===== src/rtl/seq_alu.sv =====
// Handshaked EX-stage ALU: single-cycle RV32I ops plus optional iterative RV32M
// multiply/divide, enabled by defining SEQ_ALU_MULDIV_EN.
module seq_alu #(
  parameter int unsigned WIDTH      = 32,
  parameter int unsigned MUL_UNROLL = 1
) (
  input  logic             i_Clk,
  input  logic             i_Rst_n,
  input  logic             i_Valid,
  output logic             o_Ready,
  input  logic             i_Flush,
  input  logic [4:0]       i_Operation,
  input  logic [WIDTH-1:0] i_Op1,
  input  logic [WIDTH-1:0] i_Op2,
  output logic             o_Valid,
  output logic [WIDTH-1:0] o_Result,
  output logic             o_Zero,
  output logic             o_Illegal
);

  localparam int unsigned SHW = $clog2(WIDTH);

  localparam logic [3:0] ALU_ADD   = 4'd0;
  localparam logic [3:0] ALU_SUB   = 4'd1;
  localparam logic [3:0] ALU_SLL   = 4'd2;
  localparam logic [3:0] ALU_SLT   = 4'd3;
  localparam logic [3:0] ALU_SLTU  = 4'd4;
  localparam logic [3:0] ALU_XOR   = 4'd5;
  localparam logic [3:0] ALU_SRL   = 4'd6;
  localparam logic [3:0] ALU_SRA   = 4'd7;
  localparam logic [3:0] ALU_OR    = 4'd8;
  localparam logic [3:0] ALU_AND   = 4'd9;
  localparam logic [3:0] ALU_LUI   = 4'd10;
  localparam logic [3:0] ALU_AUIPC = 4'd11;

  if ((WIDTH < 16) || ((WIDTH & (WIDTH - 1)) != 0) ||
      !((MUL_UNROLL == 1) || (MUL_UNROLL == 2) || (MUL_UNROLL == 4)) ||
      ((WIDTH % MUL_UNROLL) != 0)) begin : g_bad_cfg
    $error("seq_alu: unsupported WIDTH/MUL_UNROLL combination");
  end

`ifdef SEQ_ALU_MULDIV_EN
  typedef enum logic [1:0] {S_IDLE, S_MUL, S_DIV, S_DONE} state_e;
  localparam int unsigned     MUL_STEPS = WIDTH / MUL_UNROLL;
  localparam logic [WIDTH-1:0] MIN_VAL  = {1'b1, {(WIDTH-1){1'b0}}};
`else
  typedef enum logic {S_IDLE, S_DONE} state_e;
`endif

  state_e           state_q, state_d;
  logic             valid_q, valid_d;
  logic [WIDTH-1:0] result_q, result_d;
  logic             illegal_q, illegal_d;
  logic             accept_c;
  logic [SHW-1:0]   shamt_c;
  logic [WIDTH-1:0] base_res_c;
  logic             base_ill_c;

  assign o_Ready   = (state_q == S_IDLE) || (state_q == S_DONE);
  assign accept_c  = i_Valid && o_Ready && !i_Flush;
  assign o_Valid   = valid_q;
  assign o_Result  = result_q;
  assign o_Illegal = illegal_q;
  assign o_Zero    = (result_q == '0);
  assign shamt_c   = i_Op2[SHW-1:0];

  // Single-cycle integer ops, evaluated straight off the request operands
  always_comb begin : base_alu
    base_res_c = '0;
    base_ill_c = 1'b0;
    case (i_Operation[3:0])
      ALU_ADD:   base_res_c = i_Op1 + i_Op2;
      ALU_SUB:   base_res_c = i_Op1 - i_Op2;
      ALU_SLL:   base_res_c = i_Op1 << shamt_c;
      ALU_SLT:   base_res_c = WIDTH'($signed(i_Op1) < $signed(i_Op2));
      ALU_SLTU:  base_res_c = WIDTH'(i_Op1 < i_Op2);
      ALU_XOR:   base_res_c = i_Op1 ^ i_Op2;
      ALU_SRL:   base_res_c = i_Op1 >> shamt_c;
      ALU_SRA:   base_res_c = $unsigned($signed(i_Op1) >>> shamt_c);
      ALU_OR:    base_res_c = i_Op1 | i_Op2;
      ALU_AND:   base_res_c = i_Op1 & i_Op2;
      ALU_LUI:   base_res_c = {i_Op2[WIDTH-13:0], 12'h000};
      ALU_AUIPC: base_res_c = {i_Op2[WIDTH-13:0], 12'h000} + i_Op1;
      default:   base_ill_c = 1'b1;
    endcase
  end

`ifdef SEQ_ALU_MULDIV_EN
  logic [2*WIDTH-1:0] acc_q, acc_d, mcand_q, mcand_d, mul_acc_c;
  logic [WIDTH-1:0]   mplier_q, mplier_d, quo_q, quo_d, rem_q, rem_d, dvsr_q, dvsr_d;
  logic [WIDTH-1:0]   quo_n_c, rem_n_c, div_res_c;
  logic [WIDTH:0]     div_shift_c, div_diff_c;
  logic [SHW-1:0]     cnt_q, cnt_d;
  logic [1:0]         fn_q, fn_d;
  logic               bsgn_q, bsgn_d, neg_quo_q, neg_quo_d, neg_rem_q, neg_rem_d;
  logic               mul_last_c, div_last_c, div_sgn_c, op1_neg_c, op2_neg_c;
  logic               div_zero_c, div_ovf_c, asgn_c;

  assign mul_last_c = (cnt_q == SHW'(MUL_STEPS - 1));
  assign div_last_c = (cnt_q == SHW'(WIDTH - 1));
  assign div_sgn_c  = ~i_Operation[0];
  assign op1_neg_c  = div_sgn_c & i_Op1[WIDTH-1];
  assign op2_neg_c  = div_sgn_c & i_Op2[WIDTH-1];
  assign div_zero_c = (i_Op2 == '0);
  assign div_ovf_c  = div_sgn_c && (i_Op1 == MIN_VAL) && (i_Op2 == '1);
  assign asgn_c     = (i_Operation[2:0] == 3'b001) || (i_Operation[2:0] == 3'b010);

  // Retire MUL_UNROLL multiplier bits; a signed multiplier's MSB carries negative weight
  always_comb begin : mul_step
    mul_acc_c = acc_q;
    for (int j = 0; j < int'(MUL_UNROLL); j++) begin
      if (mplier_q[j]) begin
        if (bsgn_q && mul_last_c && (j == int'(MUL_UNROLL) - 1)) begin
          mul_acc_c = mul_acc_c - (mcand_q << j);
        end else begin
          mul_acc_c = mul_acc_c + (mcand_q << j);
        end
      end
    end
  end

  // One restoring-divide step plus the final sign fix-up
  always_comb begin : div_step
    div_shift_c = {rem_q, quo_q[WIDTH-1]};
    div_diff_c  = div_shift_c - {1'b0, dvsr_q};
    if (!div_diff_c[WIDTH]) begin
      rem_n_c = div_diff_c[WIDTH-1:0];
      quo_n_c = {quo_q[WIDTH-2:0], 1'b1};
    end else begin
      rem_n_c = div_shift_c[WIDTH-1:0];
      quo_n_c = {quo_q[WIDTH-2:0], 1'b0};
    end
    if (fn_q[1]) div_res_c = neg_rem_q ? -rem_n_c : rem_n_c;
    else         div_res_c = neg_quo_q ? -quo_n_c : quo_n_c;
  end
`endif

  always_ff @(posedge i_Clk or negedge i_Rst_n) begin : state_reg
    if (!i_Rst_n) state_q <= S_IDLE;
    else          state_q <= state_d;
  end

  always_comb begin : next_state
    state_d = state_q;
    if (i_Flush) begin
      state_d = S_IDLE;
    end else if (accept_c) begin
      state_d = S_DONE;
`ifdef SEQ_ALU_MULDIV_EN
      if (i_Operation[4]) begin
        if (!i_Operation[2])              state_d = S_MUL;
        else if (!div_zero_c && !div_ovf_c) state_d = S_DIV;
      end
`endif
    end else begin
      case (state_q)
`ifdef SEQ_ALU_MULDIV_EN
        S_MUL:   if (mul_last_c) state_d = S_DONE;
        S_DIV:   if (div_last_c) state_d = S_DONE;
`endif
        S_DONE:  state_d = S_IDLE;
        default: state_d = state_q;
      endcase
    end
  end

  always_comb begin : outputs
    valid_d   = 1'b0;
    result_d  = result_q;
    illegal_d = illegal_q;
`ifdef SEQ_ALU_MULDIV_EN
    acc_d     = acc_q;
    mcand_d   = mcand_q;
    mplier_d  = mplier_q;
    quo_d     = quo_q;
    rem_d     = rem_q;
    dvsr_d    = dvsr_q;
    cnt_d     = cnt_q;
    fn_d      = fn_q;
    bsgn_d    = bsgn_q;
    neg_quo_d = neg_quo_q;
    neg_rem_d = neg_rem_q;
`endif
    if (accept_c) begin
      if (!i_Operation[4]) begin
        valid_d   = 1'b1;
        result_d  = base_ill_c ? '0 : base_res_c;
        illegal_d = base_ill_c;
      end else begin
`ifdef SEQ_ALU_MULDIV_EN
        illegal_d = 1'b0;
        cnt_d     = '0;
        fn_d      = i_Operation[1:0];
        if (!i_Operation[2]) begin
          acc_d    = '0;
          mcand_d  = {{WIDTH{asgn_c & i_Op1[WIDTH-1]}}, i_Op1};
          mplier_d = i_Op2;
          bsgn_d   = (i_Operation[2:0] == 3'b001);
        end else if (div_zero_c) begin
          valid_d  = 1'b1;
          result_d = i_Operation[1] ? i_Op1 : '1;
        end else if (div_ovf_c) begin
          valid_d  = 1'b1;
          result_d = i_Operation[1] ? '0 : MIN_VAL;
        end else begin
          quo_d     = op1_neg_c ? -i_Op1 : i_Op1;
          dvsr_d    = op2_neg_c ? -i_Op2 : i_Op2;
          rem_d     = '0;
          neg_quo_d = op1_neg_c ^ op2_neg_c;
          neg_rem_d = op1_neg_c;
        end
`else
        valid_d   = 1'b1;
        result_d  = '0;
        illegal_d = 1'b1;
`endif
      end
    end else if (!i_Flush) begin
`ifdef SEQ_ALU_MULDIV_EN
      case (state_q)
        S_MUL: begin
          acc_d    = mul_acc_c;
          mcand_d  = mcand_q << MUL_UNROLL;
          mplier_d = mplier_q >> MUL_UNROLL;
          cnt_d    = cnt_q + SHW'(1);
          if (mul_last_c) begin
            valid_d  = 1'b1;
            result_d = (fn_q == 2'b00) ? mul_acc_c[WIDTH-1:0] : mul_acc_c[2*WIDTH-1:WIDTH];
          end
        end
        S_DIV: begin
          quo_d = quo_n_c;
          rem_d = rem_n_c;
          cnt_d = cnt_q + SHW'(1);
          if (div_last_c) begin
            valid_d  = 1'b1;
            result_d = div_res_c;
          end
        end
        default: ;
      endcase
`endif
    end
  end

  always_ff @(posedge i_Clk or negedge i_Rst_n) begin : data_regs
    if (!i_Rst_n) begin
      valid_q   <= 1'b0;
      result_q  <= '0;
      illegal_q <= 1'b0;
`ifdef SEQ_ALU_MULDIV_EN
      acc_q     <= '0;
      mcand_q   <= '0;
      mplier_q  <= '0;
      quo_q     <= '0;
      rem_q     <= '0;
      dvsr_q    <= '0;
      cnt_q     <= '0;
      fn_q      <= '0;
      bsgn_q    <= 1'b0;
      neg_quo_q <= 1'b0;
      neg_rem_q <= 1'b0;
`endif
    end else begin
      valid_q   <= valid_d;
      result_q  <= result_d;
      illegal_q <= illegal_d;
`ifdef SEQ_ALU_MULDIV_EN
      acc_q     <= acc_d;
      mcand_q   <= mcand_d;
      mplier_q  <= mplier_d;
      quo_q     <= quo_d;
      rem_q     <= rem_d;
      dvsr_q    <= dvsr_d;
      cnt_q     <= cnt_d;
      fn_q      <= fn_d;
      bsgn_q    <= bsgn_d;
      neg_quo_q <= neg_quo_d;
      neg_rem_q <= neg_rem_d;
`endif
    end
  end

endmodule

===== config.mk =====
export PLATFORM = sky130hd
export DESIGN_NAME = seq_alu
export DESIGN_NICKNAME = d
export VERILOG_FILES = /design/src/rtl/seq_alu.sv
export SDC_FILE = /design/constraint.sdc
export NUM_CORES = 1
export LEC_CHECK = 0
export ABC_CLOCK_PERIOD_IN_PS = 1820
export CORE_AREA = 2 2 190 117
export CTS_BUF_LIST = sky130_fd_sc_hd__clkbuf_16
export DETAILED_ROUTE_END_ITERATION = 12
export DIE_AREA = 0 0 192 119
export PLACE_DENSITY = 0.75
export SKIP_CTS_REPAIR_TIMING = 1
export SYNTH_ARGS = -nofsm -noshare
export SYNTH_HDL_FRONTEND = slang
export SYNTH_SLANG_ARGS = --single-unit

===== constraint.sdc =====
create_clock -name i_Clk -period 1.82 [get_ports i_Clk]
set_input_delay 0.182 -clock i_Clk [delete_from_list [all_inputs] [get_ports i_Clk]]
set_output_delay 0.182 -clock i_Clk [all_outputs]
set_load 0.02 [all_outputs]

==> run summary, run 1 <==
The count of buffers added on input and output ports is 107. The run stopped with a tool error. The share of the synthesized area in the top cell type works out to 14.5%. When the last timing repair stopped, the worst path ended at o_Result[28]$_DFFE_PN0P_/D. The logs give 68 for the pin count of the biggest net entering global routing and 1858 for the post-synth net total. In this run the clock root is driven by a sky130_fd_sc_hd__clkbuf_16. The number of placement rows was 42; the number of buffers created by CTS was 5. In this run the cell area of the synthesized design comes to 0.0115 sq mm. The post-synthesis sequential area ratio is 7.41%, and the number of storage elements in the synthesis netlist is 34. The aggregate global routing overflow is 158, and the instance count of the mapped netlist is 1649. The die is 119 um tall. The fraction of registers with async set/reset was 100%; the die width was 192 um.

The first error in the log reads "[ERROR GRT-0232] Routing congestion too high. Check the congestion heatmap in the GUI". Global routing used 85.2% of the available tracks. The leading register cell type out of synthesis was sky130_fd_sc_hd__dfrtp_1. The synthesized design spends more area on one cell type than any other, namely sky130_fd_sc_hd__ha_1. The number of top-level pins was 109; the final RePlAce weighted congestion was 1.17. At the placement stage, the worst setup path has a slack of -1.76 ns. The stage where the run came to a stop is global routing (5_1_grt). The type of the worst endpoint after the last repair is a register data pin. The wire-length estimate of the detail-placed layout is 53.0 mm. The run gives 34 as the number of sinks driven by the clock tree. Number of distinct library cells after synthesis: 90.

Count of H-tree levels built during CTS: 2. Each instance of the synthesized netlist takes up on average 6.97 sq um. The clock passes through at most 2 buffers. The synthesis warning total is 0, and the number of flops mapped to enable cells by yosys is 0. By area the synthesized netlist is led by sky130_fd_sc_hd__ha_1 (14%), sky130_fd_sc_hd__dfrtp_1 (7.4%), sky130_fd_sc_hd__nor2_1 (7.0%). The run gives 53.6% as the effective utilization at floorplan.
[Yosys cell counts, types with 14 or more instances]
cell                       count
sky130_fd_sc_hd__nor2_1      215
sky130_fd_sc_hd__a21oi_1     156
sky130_fd_sc_hd__nand2_1     149
sky130_fd_sc_hd__ha_1        133
sky130_fd_sc_hd__o21ai_0     107
sky130_fd_sc_hd__inv_1       104
sky130_fd_sc_hd__clkbuf_1     75
sky130_fd_sc_hd__mux2i_1      60
sky130_fd_sc_hd__nor3_1       40
sky130_fd_sc_hd__dfrtp_1      34
sky130_fd_sc_hd__nand3_1      34
sky130_fd_sc_hd__o211ai_1     30
sky130_fd_sc_hd__a221oi_1     29
sky130_fd_sc_hd__a21o_1       28
sky130_fd_sc_hd__a211oi_1     26
sky130_fd_sc_hd__mux4_2       26
sky130_fd_sc_hd__buf_2        25
sky130_fd_sc_hd__o22ai_1      24
sky130_fd_sc_hd__xnor2_1      19
sky130_fd_sc_hd__a31oi_1      18
sky130_fd_sc_hd__a22oi_1      17
sky130_fd_sc_hd__nor4_1       16
sky130_fd_sc_hd__nand2b_1     15
sky130_fd_sc_hd__o31ai_1      15
sky130_fd_sc_hd__o21bai_1     14
[stage by stage]
step | instance area (sq um) | setup TNS (ns) | cells | utilization [%] | hold slack [ns]
CTS | 17700 | -37.85 | 2583 | 82.6 | 0.314
detailed placement | 17600 | -46.73 | 2575 | 81.9 | 0.511
global placement | 17600 | -44.45 | 2575 | 81.9 | 0.490
floorplan | 11900 | -18.87 | 1649 | - | -0.114
[routing by layer]
| metal | GRT overflow | track usage [%] |
|---|---|---|
| met4 | 64 | 84.5 |
| met3 | 3 | 72.4 |
| met2 | 85 | 96.6 |
| met1 | 6 | 87.3 |
| met5 | 0 | 44.6 |
[cell families after synthesis]
group	Yosys count	synth area share, %
AOI/OAI and AO/OA	608	36.4
and+or+nand+nor	527	20.3
buffers and inverters	226	7.98
adders and majority gates	136	15.0
muxes	96	11.3
DFF	34	7.41
xor gates and xnor gates	21	1.60
other	1	0.0326
==> run 2: changes to the inputs <==
- CORE_AREA: 2 2 190 117 -> 2 2 173 175
- CTS_BUF_LIST: sky130_fd_sc_hd__clkbuf_16 -> unset
- DIE_AREA: 0 0 192 119 -> 0 0 175 177
- PLACE_DENSITY: 0.75 -> unset
- PLACE_DENSITY_LB_ADDON: unset -> 0.15
==> run summary, run 2 <==
The run finished, with violations left. The checks that failed: negative hold slack, negative setup slack. In the routed design, unresolved DRC markers number 0. After clock tree synthesis, the clock-pin slew on the worst setup and hold paths is 0.06 ns.

The number of flops mapped to enable cells by yosys is 0 (unchanged), and the number of top-level pins is 109 (unchanged). The multiplexer share of the synthesized area was 11.3% (unchanged); the final RePlAce weighted congestion was 1.06 (was 1.17). The synthesis warning total was 0 (unchanged); the average vias per placed instance was 6.34. The number of placement rows is 63 (was 42), and the combined area of all synthesized cells is 0.0115 sq mm (unchanged).

The tools report the effective utilization at floorplan as 39.3% (was 53.6%). The leading register cell type out of synthesis was sky130_fd_sc_hd__dfrtp_1 (unchanged). Global routing consumed, over all layers together, 43.1% of the routing resources. The HPWL after detailed placement was 57.9 mm (was 53.0 mm); the peak supply drop was 316 uV.

The number of storage elements in the synthesis netlist is 34 (unchanged), and the worst hold slack after final layout is -0.0327 ns. In the layout the commonest cells are sky130_fd_sc_hd__buf_4 (662), sky130_fd_sc_hd__nor2_1 (192), sky130_fd_sc_hd__nand2_1 (141). Setup repair after global routing could not meet its margin everywhere. The run gives 1649 (unchanged) as the instance count of the mapped netlist.

The worst hold-check path type was input port to asynchronous set/reset pin. The most common cell after layout, fill and taps aside is sky130_fd_sc_hd__buf_4. First-pass GRT wire length: 99.7 mm.

The category of the most critical setup path is input port to flip-flop. The floorplan step defined a die boundary enclosing 0.0310 sq mm. The signal on the critical path passes through buf_12, ha_4, fa_2, nor2_4, o21ai_4, a211oi_4, a211oi_4, o31ai_4, a21oi_2, o21ai_2, buf_4, mux2i_1, o31ai_1, a221o_1. Buffer depth of the longest clock path: 2 (unchanged). TritonCTS built the clock tree. The combinational family with the most area after synthesis is compound AO/OA/AOI/OAI gates (unchanged). The tools report the category of the worst setup path capture point as a flip-flop.

The number of cells on the worst reg-to-reg path is 5. The data required time at the worst endpoint is 1.99 ns. The post-synthesis sequential area ratio was 7.41% (unchanged); the post-synthesis to final-layout area growth was 83.4%. Entering global routing, the biggest net connects 59 pins. Headroom to the max-slew limit came out at 49.5%. The number of max-slew violations in the final report is 0, and the worst clock skew on the final layout is 0 ns. The tools report the via count of the first global-routing pass as 15664.

The post-synthesis simple-gate area fraction came out at 20.3% (unchanged). The clock latency of the later-clocked register in the worst-skew pair came out at 0.28 ns. For the post-synth net total, the log shows 1858 (unchanged). The post-synthesis adder-cell area fraction is 15.0% (unchanged), and the core occupancy in the finished layout is 72.0%. The final route contains 17681 vias. The total wirelength of the detailed-routed design came out at 74.6 mm. The worst setup path is launched from an input port. The post-detailed-route count of antenna-violating nets was 0. For this run, the detailed router's first-pass iteration total came to 6. The multi-input combinational cells in the finished layout cover a total of 0.0117 sq mm. The setup slack of the worst register-to-register path was -0.27 ns; the number of hold violations in the final report was 34. The share of the synthesized area in the top cell type is 14.5% (unchanged). The most used cell along the critical path was sky130_fd_sc_hd__a211oi_4.

The fraction of registers with async set/reset was 100% (unchanged). After global routing the overflow that remains totals 0. The tools report the launch instance of the worst register-to-register path as o_Result[31]. The number of buffers created by CTS is 5 (unchanged).

Average detailed-routed wire length per instance: 26.7 um. The tools report the final sum of negative setup slack as -24.21 ns. The tools report the endpoint of the worst register-to-register path as o_Result[31]. The run gives 2608 as the final layout net count. In this design, the largest share of critical-path delay is due to compound AO/OA/AOI/OAI gates. Critical path arrival: 3.04 ns. For this design the static power due to leakage is 0.00978 uW. The logs give -1.98 ns (was -1.76 ns) for the worst slack at placement and 0.0292 sq mm for the area of the placeable core. The sequential standard cell area is 851 sq um, and the pin slew with the least headroom to its limit is 0.757 ns. The cell accounting for the most synthesized area is sky130_fd_sc_hd__ha_1 (unchanged). The logs give -1.05 ns for the post-route worst setup slack and 2287 for the count of fill cells added during filler insertion. The time the final worst path needs with I/O delays and setup came out at 2.87 ns. The highest fanout seen on the critical path came out at 4. In this design, the stage delay of the slowest critical-path cell is 0.42 ns. The areal power density over the cells was 416 mW/mm^2; the buffering stage count on the worst path with inverters included was 2.

On the critical path, the stage with the largest delay is an instance of sky130_fd_sc_hd__fa_2. The die width is 175 um (was 192 um). Of the cells placed in the final design, the portion with a size suffix greater than 1 is 48.5%. The port buffer count was 107 (unchanged); the initial antenna violation count was 0. Max-cap violations in this run came to 0. Cell types occupying the most area after synthesis: sky130_fd_sc_hd__ha_1 (14%), sky130_fd_sc_hd__dfrtp_1 (7.4%), sky130_fd_sc_hd__nor2_1 (7.0%) (unchanged).

For the number of distinct library cells after synthesis, the log shows 90 (unchanged). The most used standard cell by instance count after synthesis is sky130_fd_sc_hd__nor2_1 (unchanged). The synthesized area per cell is 6.97 sq um (unchanged). The height of the chip is 177 um (was 119 um). The count of H-tree levels built during CTS is 2 (unchanged), and the number of flip-flops in the largest register is 32. Based on the critical path, the design can be clocked at up to 0.348 GHz.

Worst setup path startpoint: i_Op2[0]. Most numerous cell types in the synthesized netlist: sky130_fd_sc_hd__nor2_1 (215), sky130_fd_sc_hd__a21oi_1 (156), sky130_fd_sc_hd__nand2_1 (149) (unchanged). Setup violations remaining at the end of the flow were counted as 32. The share of the synthesized netlist area taken by xor and xnor gates was 1.60% (unchanged); the count of routing violations after the opening detailed-route iteration was 2505.

The number of sinks driven by the clock tree is 34 (unchanged). The post-synthesis compound-gate area fraction was 36.4% (unchanged). The final clock period utilization by the worst path was 158%. Buffer cell driving the clock tree root: sky130_fd_sc_hd__clkbuf_16 (unchanged).
[run 2: cell counts after synthesis]
No cell type changed its count.
[run 2: how the worst max path moves through the flow]
stage	depth (start not counted)	end	slack, ns
3_5_place_dp	14	o_Result[30]	-1.98
4_1_cts	14	o_Result[30]	-1.71
2_1_floorplan	14	o_Result[22]	-0.99
5_1_grt	14	o_Result[28]	-1.10
3_3_place_gp	14	o_Result[30]	-1.91
6_report	14	o_Result[28]	-1.05
[run 2: area by class of cell]
class / instances / share of cell area [%]
antenna: 1 / 0.0119
clock buffer: 6 / 0.659
clock inverter: 2 / 0.0594
inverter: 106 / 2.14
multi-input combinational: 1389 / 55.7
sequential: 34 / 4.04
tap: 390 / 2.32
timing repair buffer: 863 / 35.1
[run 2: stage by stage]
stage	hold WS, ns	total power, uW	instance area [sq um]	std cells
6_report	-0.0327	8770	21100	2791
5_1_grt	0.0357	9080	21100	2790
4_1_cts	-0.00810	7360	17900	2693
3_5_place_dp	0.293	6470	17800	2685
3_3_place_gp	0.286	6430	17800	2685
2_1_floorplan	-0.114	3510	11900	1649
[run 2: cell families after synthesis]
logic type	count (synthesis)
buf+inv	226
fa+ha+maj	136
xor+xnor	21
compound gates	608
simple gates	527
other cells	1
mux	96
flops	34
[run 2: per-layer routing]
metal  track usage, %  vias up  routed length, um
met3             8.23      255               8960
met1             59.9     8419              29800
met2             64.4     1350              31300
met5                0        -                  0
li1                 -     7657                  -
met4             19.4        0               4510
[run 2: report_power, final]
part	internal (uW)	switching [uW]
logic	3280	3730
clock network	541	324
registers	835	66.2
Power figures use the tool's default switching activity.
